File: src/rtl/alu_issue_pkg.sv
// Shared definitions for the ALU issue controller: opcodes, instruction field layout, FSM states.
// Holds no logic of its own.
package alu_issue_pkg;

  localparam int DATA_W  = 16;
  localparam int INSTR_W = 16;

  localparam logic [3:0] OP_ADD = 4'b0000;
  localparam logic [3:0] OP_SUB = 4'b0001;
  localparam logic [3:0] OP_AND = 4'b0010;
  localparam logic [3:0] OP_XOR = 4'b0011;
  localparam logic [3:0] OP_SHL = 4'b0100;
  localparam logic [3:0] OP_SHR = 4'b0101;
  localparam logic [3:0] OP_LDI = 4'b1000;

  localparam int OPC_LSB = 12;
  localparam int OPC_W   = 4;
  localparam int RD_LSB  = 9;
  localparam int RS1_LSB = 6;
  localparam int RS2_LSB = 3;
  localparam int REG_W   = 3;
  localparam int IMM_LSB = 0;
  localparam int IMM_W   = 9;

  typedef enum logic [1:0] {IDLE, EXEC, RESP} state_t;

  // ALU opcodes occupy a contiguous range starting at zero
  function automatic logic is_alu_op(input logic [3:0] op);
    return op <= OP_SHR;
  endfunction

endpackage

File: src/rtl/alu_issue_regfile.sv
// Register file: NREGS x DATA_W, two asynchronous read ports, one synchronous write port.
// Read latency 0 cycles, write visible after the clock edge.
// No backpressure; a write is accepted on every cycle we is high.
module alu_issue_regfile #(
  parameter int NREGS = 8,
  parameter int DATA_W = 16,
  parameter logic [DATA_W-1:0] RF_RST_VAL = '0
) (
  input  logic                     clk,
  input  logic                     rst_n,
  input  logic                     we,
  input  logic [$clog2(NREGS)-1:0] waddr,
  input  logic [DATA_W-1:0]        wdata,
  input  logic [$clog2(NREGS)-1:0] raddr1,
  input  logic [$clog2(NREGS)-1:0] raddr2,
  output logic [DATA_W-1:0]        rdata1,
  output logic [DATA_W-1:0]        rdata2
);

  logic [DATA_W-1:0] mem [NREGS];

  always_ff @(posedge clk or negedge rst_n) begin
    if (!rst_n) begin
      for (int i = 0; i < NREGS; i++) mem[i] <= RF_RST_VAL;
    end else if (we) begin
      mem[waddr] <= wdata;
    end
  end

  assign rdata1 = mem[raddr1];
  assign rdata2 = mem[raddr2];

endmodule

File: src/rtl/alu_issue_ctrl.sv
// Issues instructions to an external combinational ALU, writes results back, returns a response.
// Latency: accept at edge T, response valid after edge T+1; 3 cycles per instruction minimum.
// Backpressure: one instruction in flight; cmd_ready stays low until the response handshakes.
module alu_issue_ctrl #(
  parameter int DATA_W = alu_issue_pkg::DATA_W,
  parameter int NREGS = 8,
  parameter logic [DATA_W-1:0] RF_RST_VAL = '0
) (
  input  logic              clk,
  input  logic              rst_n,
  input  logic              cmd_valid,
  output logic              cmd_ready,
  input  logic [15:0]       cmd_instr,
  output logic [DATA_W-1:0] alu_op1,
  output logic [DATA_W-1:0] alu_op2,
  output logic [3:0]        alu_ctrl,
  input  logic [DATA_W-1:0] alu_result,
  output logic              rsp_valid,
  input  logic              rsp_ready,
  output logic [DATA_W-1:0] rsp_data,
  output logic [2:0]        rsp_rd,
  output logic              rsp_err
);
  import alu_issue_pkg::*;

  state_t              state_q, state_d;
  logic [INSTR_W-1:0]  instr_q;
  logic [DATA_W-1:0]   res_q;
  logic                err_q;

  logic [OPC_W-1:0]    opcode;
  logic [REG_W-1:0]    rd, rs1, rs2;
  logic [IMM_W-1:0]    imm9;
  logic [DATA_W-1:0]   imm_ext, rs1_val, rs2_val, rf_wdata;
  logic                is_alu, is_ldi, rf_we;

  assign opcode  = instr_q[OPC_LSB +: OPC_W];
  assign rd      = instr_q[RD_LSB  +: REG_W];
  assign rs1     = instr_q[RS1_LSB +: REG_W];
  assign rs2     = instr_q[RS2_LSB +: REG_W];
  assign imm9    = instr_q[IMM_LSB +: IMM_W];
  assign imm_ext = {{(DATA_W-IMM_W){1'b0}}, imm9};
  assign is_alu  = is_alu_op(opcode);
  assign is_ldi  = (opcode == OP_LDI);

  // Writeback lands on the edge that ends EXEC, so the next EXEC already sees it
  assign rf_we    = (state_q == EXEC) && (is_alu || is_ldi);
  assign rf_wdata = is_ldi ? imm_ext : alu_result;

  alu_issue_regfile #(
    .NREGS      (NREGS),
    .DATA_W     (DATA_W),
    .RF_RST_VAL (RF_RST_VAL)
  ) u_regfile (
    .clk    (clk),
    .rst_n  (rst_n),
    .we     (rf_we),
    .waddr  (rd),
    .wdata  (rf_wdata),
    .raddr1 (rs1),
    .raddr2 (rs2),
    .rdata1 (rs1_val),
    .rdata2 (rs2_val)
  );

  always_comb begin
    state_d   = state_q;
    cmd_ready = 1'b0;
    rsp_valid = 1'b0;
    alu_op1   = '0;
    alu_op2   = '0;
    alu_ctrl  = 4'b0000;
    case (state_q)
      IDLE: begin
        // Held low while reset is asserted even though the state already reads IDLE
        cmd_ready = rst_n;
        if (cmd_valid) state_d = EXEC;
      end
      EXEC: begin
        alu_op1  = rs1_val;
        alu_op2  = rs2_val;
        alu_ctrl = opcode;
        state_d  = RESP;
      end
      RESP: begin
        rsp_valid = 1'b1;
        if (rsp_ready) state_d = IDLE;
      end
      default: state_d = IDLE;
    endcase
  end

  always_ff @(posedge clk or negedge rst_n) begin
    if (!rst_n) begin
      state_q <= IDLE;
      instr_q <= '0;
      res_q   <= '0;
      err_q   <= 1'b0;
    end else begin
      state_q <= state_d;
      if (state_q == IDLE && cmd_valid) instr_q <= cmd_instr;
      if (state_q == EXEC) begin
        res_q <= rf_we ? rf_wdata : '0;
        err_q <= !rf_we;
      end
    end
  end

  assign rsp_data = res_q;
  assign rsp_rd   = rd;
  assign rsp_err  = err_q;

endmodule

File: config.mk
export PLATFORM = sky130hd
export DESIGN_NAME = alu_issue_ctrl
export DESIGN_NICKNAME = d
export VERILOG_FILES = /design/src/rtl/alu_issue_pkg.sv /design/src/rtl/alu_issue_regfile.sv /design/src/rtl/alu_issue_ctrl.sv
export SDC_FILE = /design/constraint.sdc
export NUM_CORES = 1
export LEC_CHECK = 0
export CAP_MARGIN = 20
export CELL_PAD_IN_SITES_DETAIL_PLACEMENT = 2
export CELL_PAD_IN_SITES_GLOBAL_PLACEMENT = 2
export CORE_ASPECT_RATIO = 1.75
export CORE_UTILIZATION = 40
export DETAILED_ROUTE_END_ITERATION = 6
export HOLD_SLACK_MARGIN = 0.03
export PLACE_DENSITY = 0.92
export SETUP_SLACK_MARGIN = 0.02
export SLEW_MARGIN = 20
export SYNTH_ARGS = -nofsm -noshare
export SYNTH_HDL_FRONTEND = slang
export SYNTH_SLANG_ARGS = --single-unit
File: constraint.sdc
create_clock -name clk -period 2.5 [get_ports clk]
set_clock_uncertainty 0.05 [all_clocks]
set_input_delay 0.5 -clock clk [delete_from_list [all_inputs] [get_ports clk]]
set_output_delay 0.5 -clock clk [all_outputs]
set_load 0.1 [all_outputs]
==> results of run 1 <==
==> layout make-up <==
class,instances,area (µm²)
fill,1752,8600
tap,252,315
multi-input combinational,437,5340
clock inverter,13,208
clock buffer,19,443
sequential,163,4090
antenna,1,2.50
timing repair buffer,149,2020
inverter,1,3.75
==> logic make-up (layout without fill, tap and decap cells) <==
| logic type | count (synthesis) | count (layout) | share of synthesized area [%] |
|---|---|---|---|
| mux | 281 | 281 | 37.0 |
| simple gates | 73 | 73 | 5.86 |
| compound gates | 83 | 83 | 6.54 |
| buf+inv | 60 | 182 | 3.18 |
| flops | 163 | 163 | 47.4 |
| other cells | 0 | 1 | 0 |
==> worst min-delay path by stage <==
stage / start / slack [ns] / to
2_1_floorplan: rst_n / 0.15 / instr_q[0]$_DFFE_PN0P_
3_3_place_gp: rsp_err$_DFFE_PN0N_ / 0.43 / rsp_err$_DFFE_PN0N_
3_5_place_dp: instr_q[0]$_DFFE_PN0P_ / 0.45 / instr_q[0]$_DFFE_PN0P_
4_1_cts: rst_n / 0.25 / u_regfile.mem[34]$_DFFE_PN0P_
5_1_grt: rst_n / 0.22 / u_regfile.mem[50]$_DFFE_PN0P_
6_report: rst_n / 0.10 / u_regfile.mem[18]$_DFFE_PN0P_
==> worst max-delay path, delay by kind of cell, from the launching register on <==
| family | cells | cell delay [ns] |
|---|---|---|
| flops | 1 | 0.57 |
| buf+inv | 2 | 0.44 |
| compound gates | 1 | 0.11 |
| simple gates | 1 | 0.36 |
| mux | 1 | 0.28 |
==> state kept, by name (all words and copies together) (netlist names) <==
name,count
rsp_data,16
instr_q,16
rsp_err,1
state_q,2
u_regfile.mem,128
==> Yosys cell counts <==
master    number
a22o_1        16
and2_0         6
and2_1         5
and3_1         1
and4b_1        2
and4bb_2       2
buf_1          1
buf_2         21
buf_4          4
buf_6          1
clkbuf_1      32
dfrtp_1      163
inv_1          1
mux2_2       275
mux2_4         6
nand2_1        2
nand2b_1       6
nand4_2        4
nand4b_2       3
nor2_1         2
nor2b_1        1
nor3_1        32
nor3b_1        1
nor3b_2        1
nor4b_1        1
nor4b_2        1
o21ai_0        1
o21ai_2        2
o22ai_1       64
or2_2          2
or4b_4         1
==> repair_timing <==
| action | 4_1_cts | 5_1_grt |
|---|---|---|
| setup buffers | 24 | 4 |
| endpoints found under the setup margin | 41 | 68 |
| pin swaps | 17 | 19 |
| gates cloned | 2 | 1 |
| gates resized for setup | 105 | 71 |
==> stage by stage <==
stage | area [µm²] | worst slack, ns | util [%] | std cells
finish | 12400 | -0.272 | 59.1 | 1035
global route | 12400 | -0.273 | 59.1 | 1035
global placement | 10500 | 0.237 | 50.0 | 973
detailed placement | 10500 | 0.110 | 50.0 | 973
CTS | 12000 | -0.206 | 57.2 | 1031
floorplan | 8880 | -0.420 | - | 660
==> routing by layer <==
metal,up-vias,global-route usage [%]
met3,212,8.43
li1,2707,-
met1,3761,40.4
met2,418,73.4
met5,-,0
met4,0,29.8
==> impl_metrics.csv, run 1 <==
group,metric,value,unit
sta,layout_min_cycle_time,2.77,ns
critical_path,required,1.95,ns
floorplan,core.rowCount,70,
yosys,ys_ff_latch,163,
finish,areaGrowthSynthToFinish,44.3,%
floorplan,core,21000,µm²
global_routing,track_usage,40.5,%
critical_path,ff2ff_setup_slack,-0.01,ns
sta,slew_violations,0,
global_routing,grt_max_degree,164,
global_routing,grt_overflow,0,
routing,routed_wl,46.0,mm
critical_path,worstSetupPathType,"register to output port",
clocking,cts_tree,"done",
clocking,clkTransAtPathRegs,0.07,ns
sta,slew_headroom,28.4,%
global_routing,grt_pass1_wl,61.7,mm
floorplan,start_util,40.9,%
floorplan,die_w,113,µm
sta,fin_ws,-0.272,ns
sta,worst_pin_slew,1.07,ns
critical_path,crit_arrival,2.22,ns
routing,viasPerCell,6.86,
critical_path,cp_max_fo,24,
job,max_cap_viol_count,0,
critical_path,crit_chain,"buf_12 -> mux2_2 -> o22ai_2 -> nor3_4 -> buf_12",
yosys,synth_cell_types,31,
clocking,holdBufCountCts,0,
critical_path,reg2reg_from,"instr_q[15]$_DFFE_PN0P_",
sta,fin_setup_tns,-5.17,ns
clocking,cts.sinks,163,
floorplan,die_height,196,µm
yosys,synthTopCellsByArea,"dfrtp_1 (47%), mux2_2 (36%), o22ai_1 (4.7%)",
clocking,worstSkewPairLatency,0.45,ns
critical_path,crit_path_end,"alu_op1[3]",
status,status,"complete, but fails checks",
finish,layout_common_cells,"mux2_2 (231), dfrtp_1 (157), buf_12 (56)",
sta,fin_hold_ws,0.102,ns
routing,ant_nets,0,
clocking,clock_path_buffers,2,
clocking,cts_htree_levels,4,
status,violations,"negative setup slack",
critical_path,cpPeakStageDelay,0.57,ns
floorplan,dieArea,22100,µm²
routing,top_layer_used,"met4",
routing,drc,0,
finish,nNetsFinal,805,
routing,post_drt_wl_per_cell,44.4,µm
critical_path,rr_endpoint,"u_regfile.mem[17]$_DFFE_PN0P_",
yosys,avgSynthCellArea,13.0,µm²
yosys,synthCells,660,
yosys,synth_nets,696,
critical_path,crit_path_frequent_cell,"buf_12",
yosys,yosys_warnings,0,
critical_path,critPathSlowestCell,"dfrtp_4",
placement,hpwl,21.7,mm
yosys,synthesis.area,8610,µm²
critical_path,setup.worst_path.start_class,"register",
routing,wl_met2,24.4,mm
critical_path,startpoint,"instr_q[7]$_DFFE_PN0P_",
clocking,cts_buffers,17,
routing,drtIter0Drc,461,
routing,firstDrtPassIters,4,
placement,place_congestion,0.793,
sta,fin_crit_sh,111,%
critical_path,endpoint_kind,"output port",
yosys,synth_top_area_share,47.4,%
routing,wl_met3,2.34,mm
sta,hold_viol,0,
global_routing,grt_pass1_vias,7992,
critical_path,reg2regPathDepth,3,
floorplan,io_pins,94,
yosys,yosysSeqAreaShare,47.4,%
finish,drive_gt1_share,69.1,%
clocking,root_buffer,"clkbuf_16",
sta,grt_setup_unrepaired,"true",
sta,fmax,361,MHz
routing,wl_met1,15.2,mm
worst_hold_path,min_path_type,"input port to async pin",
placement,port_buffers,93,
sta,setup_violations,34,
routing,dr_total_vias,7098,
finish,final_common_cell,"mux2_2",
yosys,netlist.top_cell.by_area,"dfrtp_1",
global_routing,antenna_found_initial,1,
Power of run 1 is not shown: default switching activity piles up to over one toggle a cycle in this logic, so the estimate is an artifact.
==> inputs of run 2 (changes only) <==
--- a/config.mk
+++ b/config.mk
@@ -10,3 +10,3 @@
 export CELL_PAD_IN_SITES_GLOBAL_PLACEMENT = 2
-export CORE_ASPECT_RATIO = 1.75
+export CORE_ASPECT_RATIO = 1.5
 export CORE_UTILIZATION = 40
==> constraint.sdc (replaced) <==
create_clock -name clk -period 2.5 [get_ports clk]
set_clock_uncertainty 0.05 [all_clocks]
set_input_delay 0.375 -clock clk [delete_from_list [all_inputs] [get_ports clk]]
set_output_delay 0.375 -clock clk [all_outputs]
set_load 0.1 [all_outputs]
==> run 2 against run 1 <==
  * The flow finishes with violations (negative hold slack, negative setup slack)
  * Sequential cell count unchanged
  * Register-to-register slack worse by 0.19 ns
  * Via count up 1.1%
  * Worst hold slack got worse by 0.14 ns
  * Sequential share of layout area shrank 0.22 points
  * Count of clock-buffer cells in the layout rose by 1
  * Die area about the same
  * Non-clock buffer count rose by 7
  * Final cell count increased by 2.1%
  * Maximum frequency grew 2.6%
==> impl_metrics.csv, run 2 (synthesized netlist as in run 1, its figures left out) <==
group,metric,value,unit
status,status,"complete, but fails checks",
status,violations,"negative hold slack, negative setup slack",
clocking,holdBufCountCts,0,
routing,routed_wl,46.0,mm
floorplan,die_height,182,µm
placement,dpl-instance-area,10500,µm²
worst_hold_path,min_path_type,"input port to async pin",
critical_path,reg2regPathDepth,3,
clocking,clkTransAtPathRegs,0.08,ns
floorplan,start_util,40.9,%
critical_path,required,2.79,ns
sta,fin_ws,-0.200,ns
job,max_cap_viol_count,0,
sta,fin_crit_sh,108,%
floorplan,io_pins,94,
sta,layout_min_cycle_time,2.70,ns
sta,grt_setup_unrepaired,"true",
clocking,cts_tree,"done",
clocking,cts_buffers,17,
sta,fin_hold_ws,-0.0382,ns
routing,viasPerCell,6.79,
routing,dr_total_vias,7175,
critical_path,reg2reg_from,"instr_q[13]$_DFFE_PN0P_",
global_routing,grt_pass1_vias,7750,
finish,nNetsFinal,812,
placement,place_congestion,0.801,
critical_path,rr_endpoint,"u_regfile.mem[88]$_DFFE_PN0P_",
floorplan,die_w,122,µm
sta,hold_viol,7,
sta,setup_violations,59,
finish,areaGrowthSynthToFinish,45.3,%
global_routing,track_usage,36.0,%
finish,final_cell_area,12500,µm²
global_routing,antenna_found_initial,1,
clocking,cts_htree_levels,4,
finish,final_common_cell,"mux2_2",
placement,port_buffers,93,
sta,worst_pin_slew,1.04,ns
global_routing,grt_max_degree,164,
floorplan,dieArea,22100,µm²
sta,fmax,370,MHz
global_routing,grt_overflow,0,
finish,diodes,0,
floorplan,core.rowCount,65,
floorplan,core,21100,µm²
clocking,clock_path_buffers,2,
global_routing,grt_pass1_wl,55.7,mm
routing,drtIter0Drc,505,
finish,largest_reg_flops,128,
finish,fill_cells,1762,
clocking,root_buffer,"clkbuf_16",
sta,slew_headroom,30.8,%
finish,layout_common_cells,"mux2_2 (223), dfrtp_1 (157), mux2_4 (58)",
routing,drc,0,
critical_path,ff2ff_setup_slack,-0.20,ns
finish,drive_gt1_share,70.0,%
routing,firstDrtPassIters,5,
critical_path,endpoint_kind,"register",
critical_path,cp_max_fo,16,
routing,post_drt_wl_per_cell,43.5,µm
placement,hpwl,21.0,mm
finish,largest-register,"u_regfile.mem",
routing,ant_nets,0,
sta,slew_violations,0,
critical_path,setup.worst_path.start_class,"register",
clocking,worstSkewPairLatency,0.47,ns
critical_path,crit_arrival,2.99,ns
clocking,cts.sinks,163,
critical_path,worstSetupPathType,"register to register",
run 2: cell count changes in the layout (fill, tap and decap cells not counted), moves of 5 or more:
cell	delta
mux2_4	+8
o22ai_2	+6
clkbuf_16	+6
buf_12	-7
buf_4	+5
mux2_2	-8
o22ai_1	-6
run 2: what timing repair did:
action,CTS,global route
gates resized for setup,64,121
pin swaps,5,32
cloned,1,11
setup buffers,4,30
endpoints found under the setup margin,52,78
hold endpoints to repair,0,0
run 2: how the worst max path moves through the flow:
stage | from | endpoint | slack [ns] | cells after the start
final | instr_q[13]$_DFFE_PN0P_ | u_regfile.mem[88]$_DFFE_PN0P_ | -0.20 | 3
after global routing | instr_q[13]$_DFFE_PN0P_ | u_regfile.mem[88]$_DFFE_PN0P_ | -0.23 | 3
after CTS | instr_q[13]$_DFFE_PN0P_ | u_regfile.mem[64]$_DFFE_PN0P_ | -0.05 | 3
after detailed placement | instr_q[13]$_DFFE_PN0P_ | u_regfile.mem[55]$_DFFE_PN0P_ | 0.02 | 3
after global placement | instr_q[13]$_DFFE_PN0P_ | u_regfile.mem[61]$_DFFE_PN0P_ | 0.19 | 3
after floorplan | state_q[1]$_DFFE_PN0P_ | alu_op1[10] | -0.35 | 5
run 2: cell type report:
class / instances / area, µm² / share of cell area (%)
Timing Repair Buffer: 156 / 2080 / 16.6
Clock buffer: 20 / 467 / 3.73
Sequential cell: 163 / 4090 / 32.7
Multi-Input combinational cell: 437 / 5410 / 43.3
Clock inverter: 12 / 121 / 0.971
Tap cell: 268 / 335 / 2.68
Inverter: 1 / 3.75 / 0.0300
run 2: worst max-delay path: stages (launching register included):
cell,delay (ns)
dfrtp_1,0.47
o21ai_2,0.58
nand4b_2,0.84
mux2_2,0.61
run 2: stage by stage:
stage                     setup TNS, ns  setup WS, ns  utilization [%]  cells
after floorplan                   -4.49        -0.346                -    660
final                             -5.51        -0.200             59.4   1057
after global routing              -7.24        -0.227             59.4   1057
after global placement                0         0.188             49.6    982
after CTS                        -0.388       -0.0482             54.4   1019
after detailed placement              0        0.0238             49.6    982
run 2: metal layers:
| layer | wire length, µm | vias to the layer above | global-route usage, % |
|---|---|---|---|
| li1 | - | 2725 | - |
| met1 | 16200 | 3800 | 38.8 |
| met2 | 23900 | 442 | 64.9 |
| met3 | 2470 | 206 | 5.87 |
| met4 | 3350 | 2 | 21.4 |
| met5 | 9 | - | 0 |
Power of run 2 is left out for the same reason.
==> inputs of run 3 (changes only) <==
- CORE_MARGIN: unset -> 4
- MAX_ROUTING_LAYER: unset -> met4
- SKIP_LAST_GASP: unset -> 1
==> run 3 against run 2 <==
  * The run ends with negative setup slack left
  * First-iteration DRC count up 4.4%
  * Sequential share of layout area up 0.072 points
  * Register-to-register slack better by 0.33 ns
  * Setup slack better by 0.069 ns
  * Worst hold slack better by 0.12 ns
==> impl_metrics.csv, run 3 (synthesized netlist as in run 1, its figures left out) <==
group,metric,value,unit
finish,nNetsFinal,812,
sta,setup_violations,21,
floorplan,die_w,128,µm
routing,firstDrtPassIters,5,
clocking,root_buffer,"clkbuf_16",
sta,slew_headroom,38.7,%
critical_path,setup.worst_path.start_class,"register",
routing,dr_total_vias,7300,
clocking,clock_path_buffers,2,
finish,largest_reg_flops,128,
floorplan,start_util,40.7,%
finish,areaGrowthSynthToFinish,45.0,%
placement,port_buffers,93,
critical_path,rr_endpoint,"u_regfile.mem[76]$_DFFE_PN0P_",
sta,grt_setup_unrepaired,"true",
critical_path,endpoint_kind,"output port",
sta,worst_pin_slew,0.919,ns
sta,fmax,380,MHz
routing,ant_nets,0,
global_routing,grt_overflow,0,
clocking,cts.sinks,163,
critical_path,required,2.08,ns
global_routing,track_usage,37.1,%
critical_path,reg2reg_from,"instr_q[14]$_DFFE_PN0P_",
critical_path,startpoint,"instr_q[7]$_DFFE_PN0P_",
critical_path,crit_path_end,"alu_op1[14]",
global_routing,antenna_found_initial,0,
placement,place_congestion,0.809,
routing,routed_wl,48.7,mm
finish,fill_cells,1776,
global_routing,grt_max_degree,164,
sta,hold_viol,0,
clocking,cts_htree_levels,4,
floorplan,core,21100,µm²
critical_path,crit_arrival,2.21,ns
routing,post_drt_wl_per_cell,46.1,µm
floorplan,core.rowCount,65,
finish,layout_common_cells,"mux2_2 (239), dfrtp_1 (156), buf_4 (54)",
finish,diodes,0,
global_routing,grt_pass1_vias,8094,
placement,hpwl,22.2,mm
floorplan,die_height,188,µm
critical_path,worstSetupPathType,"register to output port",
status,status,"complete, but fails checks",
finish,final_common_cell,"mux2_2",
clocking,cts_buffers,17,
finish,drive_gt1_share,70.6,%
critical_path,ff2ff_setup_slack,0.13,ns
finish,largest-register,"u_regfile.mem",
critical_path,reg2regPathDepth,3,
clocking,clkTransAtPathRegs,0.08,ns
routing,drtIter0Drc,527,
clocking,holdBufCountCts,0,
routing,viasPerCell,6.91,
floorplan,io_pins,94,
job,max_cap_viol_count,0,
sta,slew_violations,0,
sta,fin_setup_tns,-1.34,ns
critical_path,cp_max_fo,14,
clocking,worstSkewPairLatency,0.46,ns
sta,fin_ws,-0.131,ns
status,violations,"negative setup slack",
worst_hold_path,min_path_type,"input port to async pin",
global_routing,grt_pass1_wl,61.3,mm
routing,drc,0,
clocking,cts_tree,"done",
floorplan,dieArea,24000,µm²
sta,fin_crit_sh,105,%
sta,layout_min_cycle_time,2.63,ns
## run 3: cell types whose count changed in the layout (fill, tap and decap cells not counted), moves of 3 or more
cell | previous run | this run
buf_8 | 5 | 2
buf_4 | 48 | 54
mux2_2 | 223 | 239
mux2_4 | 58 | 42
buf_6 | 13 | 5
buf_16 | 0 | 5
## run 3: routing by layer
layer,share of wire [%],GRT usage [%],vias to the layer above
li1,-,-,2730
met1,34,37.6,3929
met2,52,63.9,405
met3,4.6,7.30,236
met4,8.8,24.5,0
met5,0,-,-
## run 3: final cells by class
cell class	count	area, µm²	share of cell area (%)
clock inverter	13	101	0.812
inverter	1	3.75	0.0301
tap	268	335	2.69
multi-input combinational	437	5390	43.2
sequential	163	4090	32.8
timing repair buffer	156	2120	17.0
clock buffer	19	443	3.55
## run 3: how the worst min path moves through the flow
stage / end / slack (ns) / cells past startpoint
3_5_place_dp: instr_q[1]$_DFFE_PN0P_ / 0.45 / 1
6_report: u_regfile.mem[0]$_DFFE_PN0P_ / 0.08 / 2
5_1_grt: u_regfile.mem[32]$_DFFE_PN0P_ / 0.12 / 2
4_1_cts: u_regfile.mem[32]$_DFFE_PN0P_ / 0.11 / 2
2_1_floorplan: instr_q[0]$_DFFE_PN0P_ / 0.03 / 0
3_3_place_gp: rsp_err$_DFFE_PN0N_ / 0.43 / 2
## run 3: worst max-delay path: stages, from the launching register on
cell,delay [ns]
dfrtp_4,0.55
buf_8,0.17
buf_16,0.16
mux2_2,0.25
o22ai_2,0.09
nor3_4,0.28
buf_12,0.22
## run 3: timing repair
| action | CTS | global route |
|---|---|---|
| pin swaps | 10 | 31 |
| setup buffers | 9 | 18 |
| cloned | 6 | 5 |
| gates resized for setup | 102 | 78 |
| setup endpoints to repair | 46 | 53 |
## run 3: through the flow
| step | setup slack (ns) | hold WS [ns] | cell area, µm² | instances | utilization (%) |
|---|---|---|---|---|---|
| floorplan | -0.346 | 0.0294 | 8890 | 660 | - |
| global placement | 0.259 | 0.433 | 10500 | 989 | 49.6 |
| detailed placement | 0.0519 | 0.451 | 10500 | 989 | 49.6 |
| CTS | -0.0882 | 0.112 | 11800 | 1036 | 55.9 |
| global route | -0.150 | 0.121 | 12500 | 1057 | 59.0 |
| finish | -0.131 | 0.0809 | 12500 | 1057 | 59.0 |
Power of run 3 is left out for the same reason.
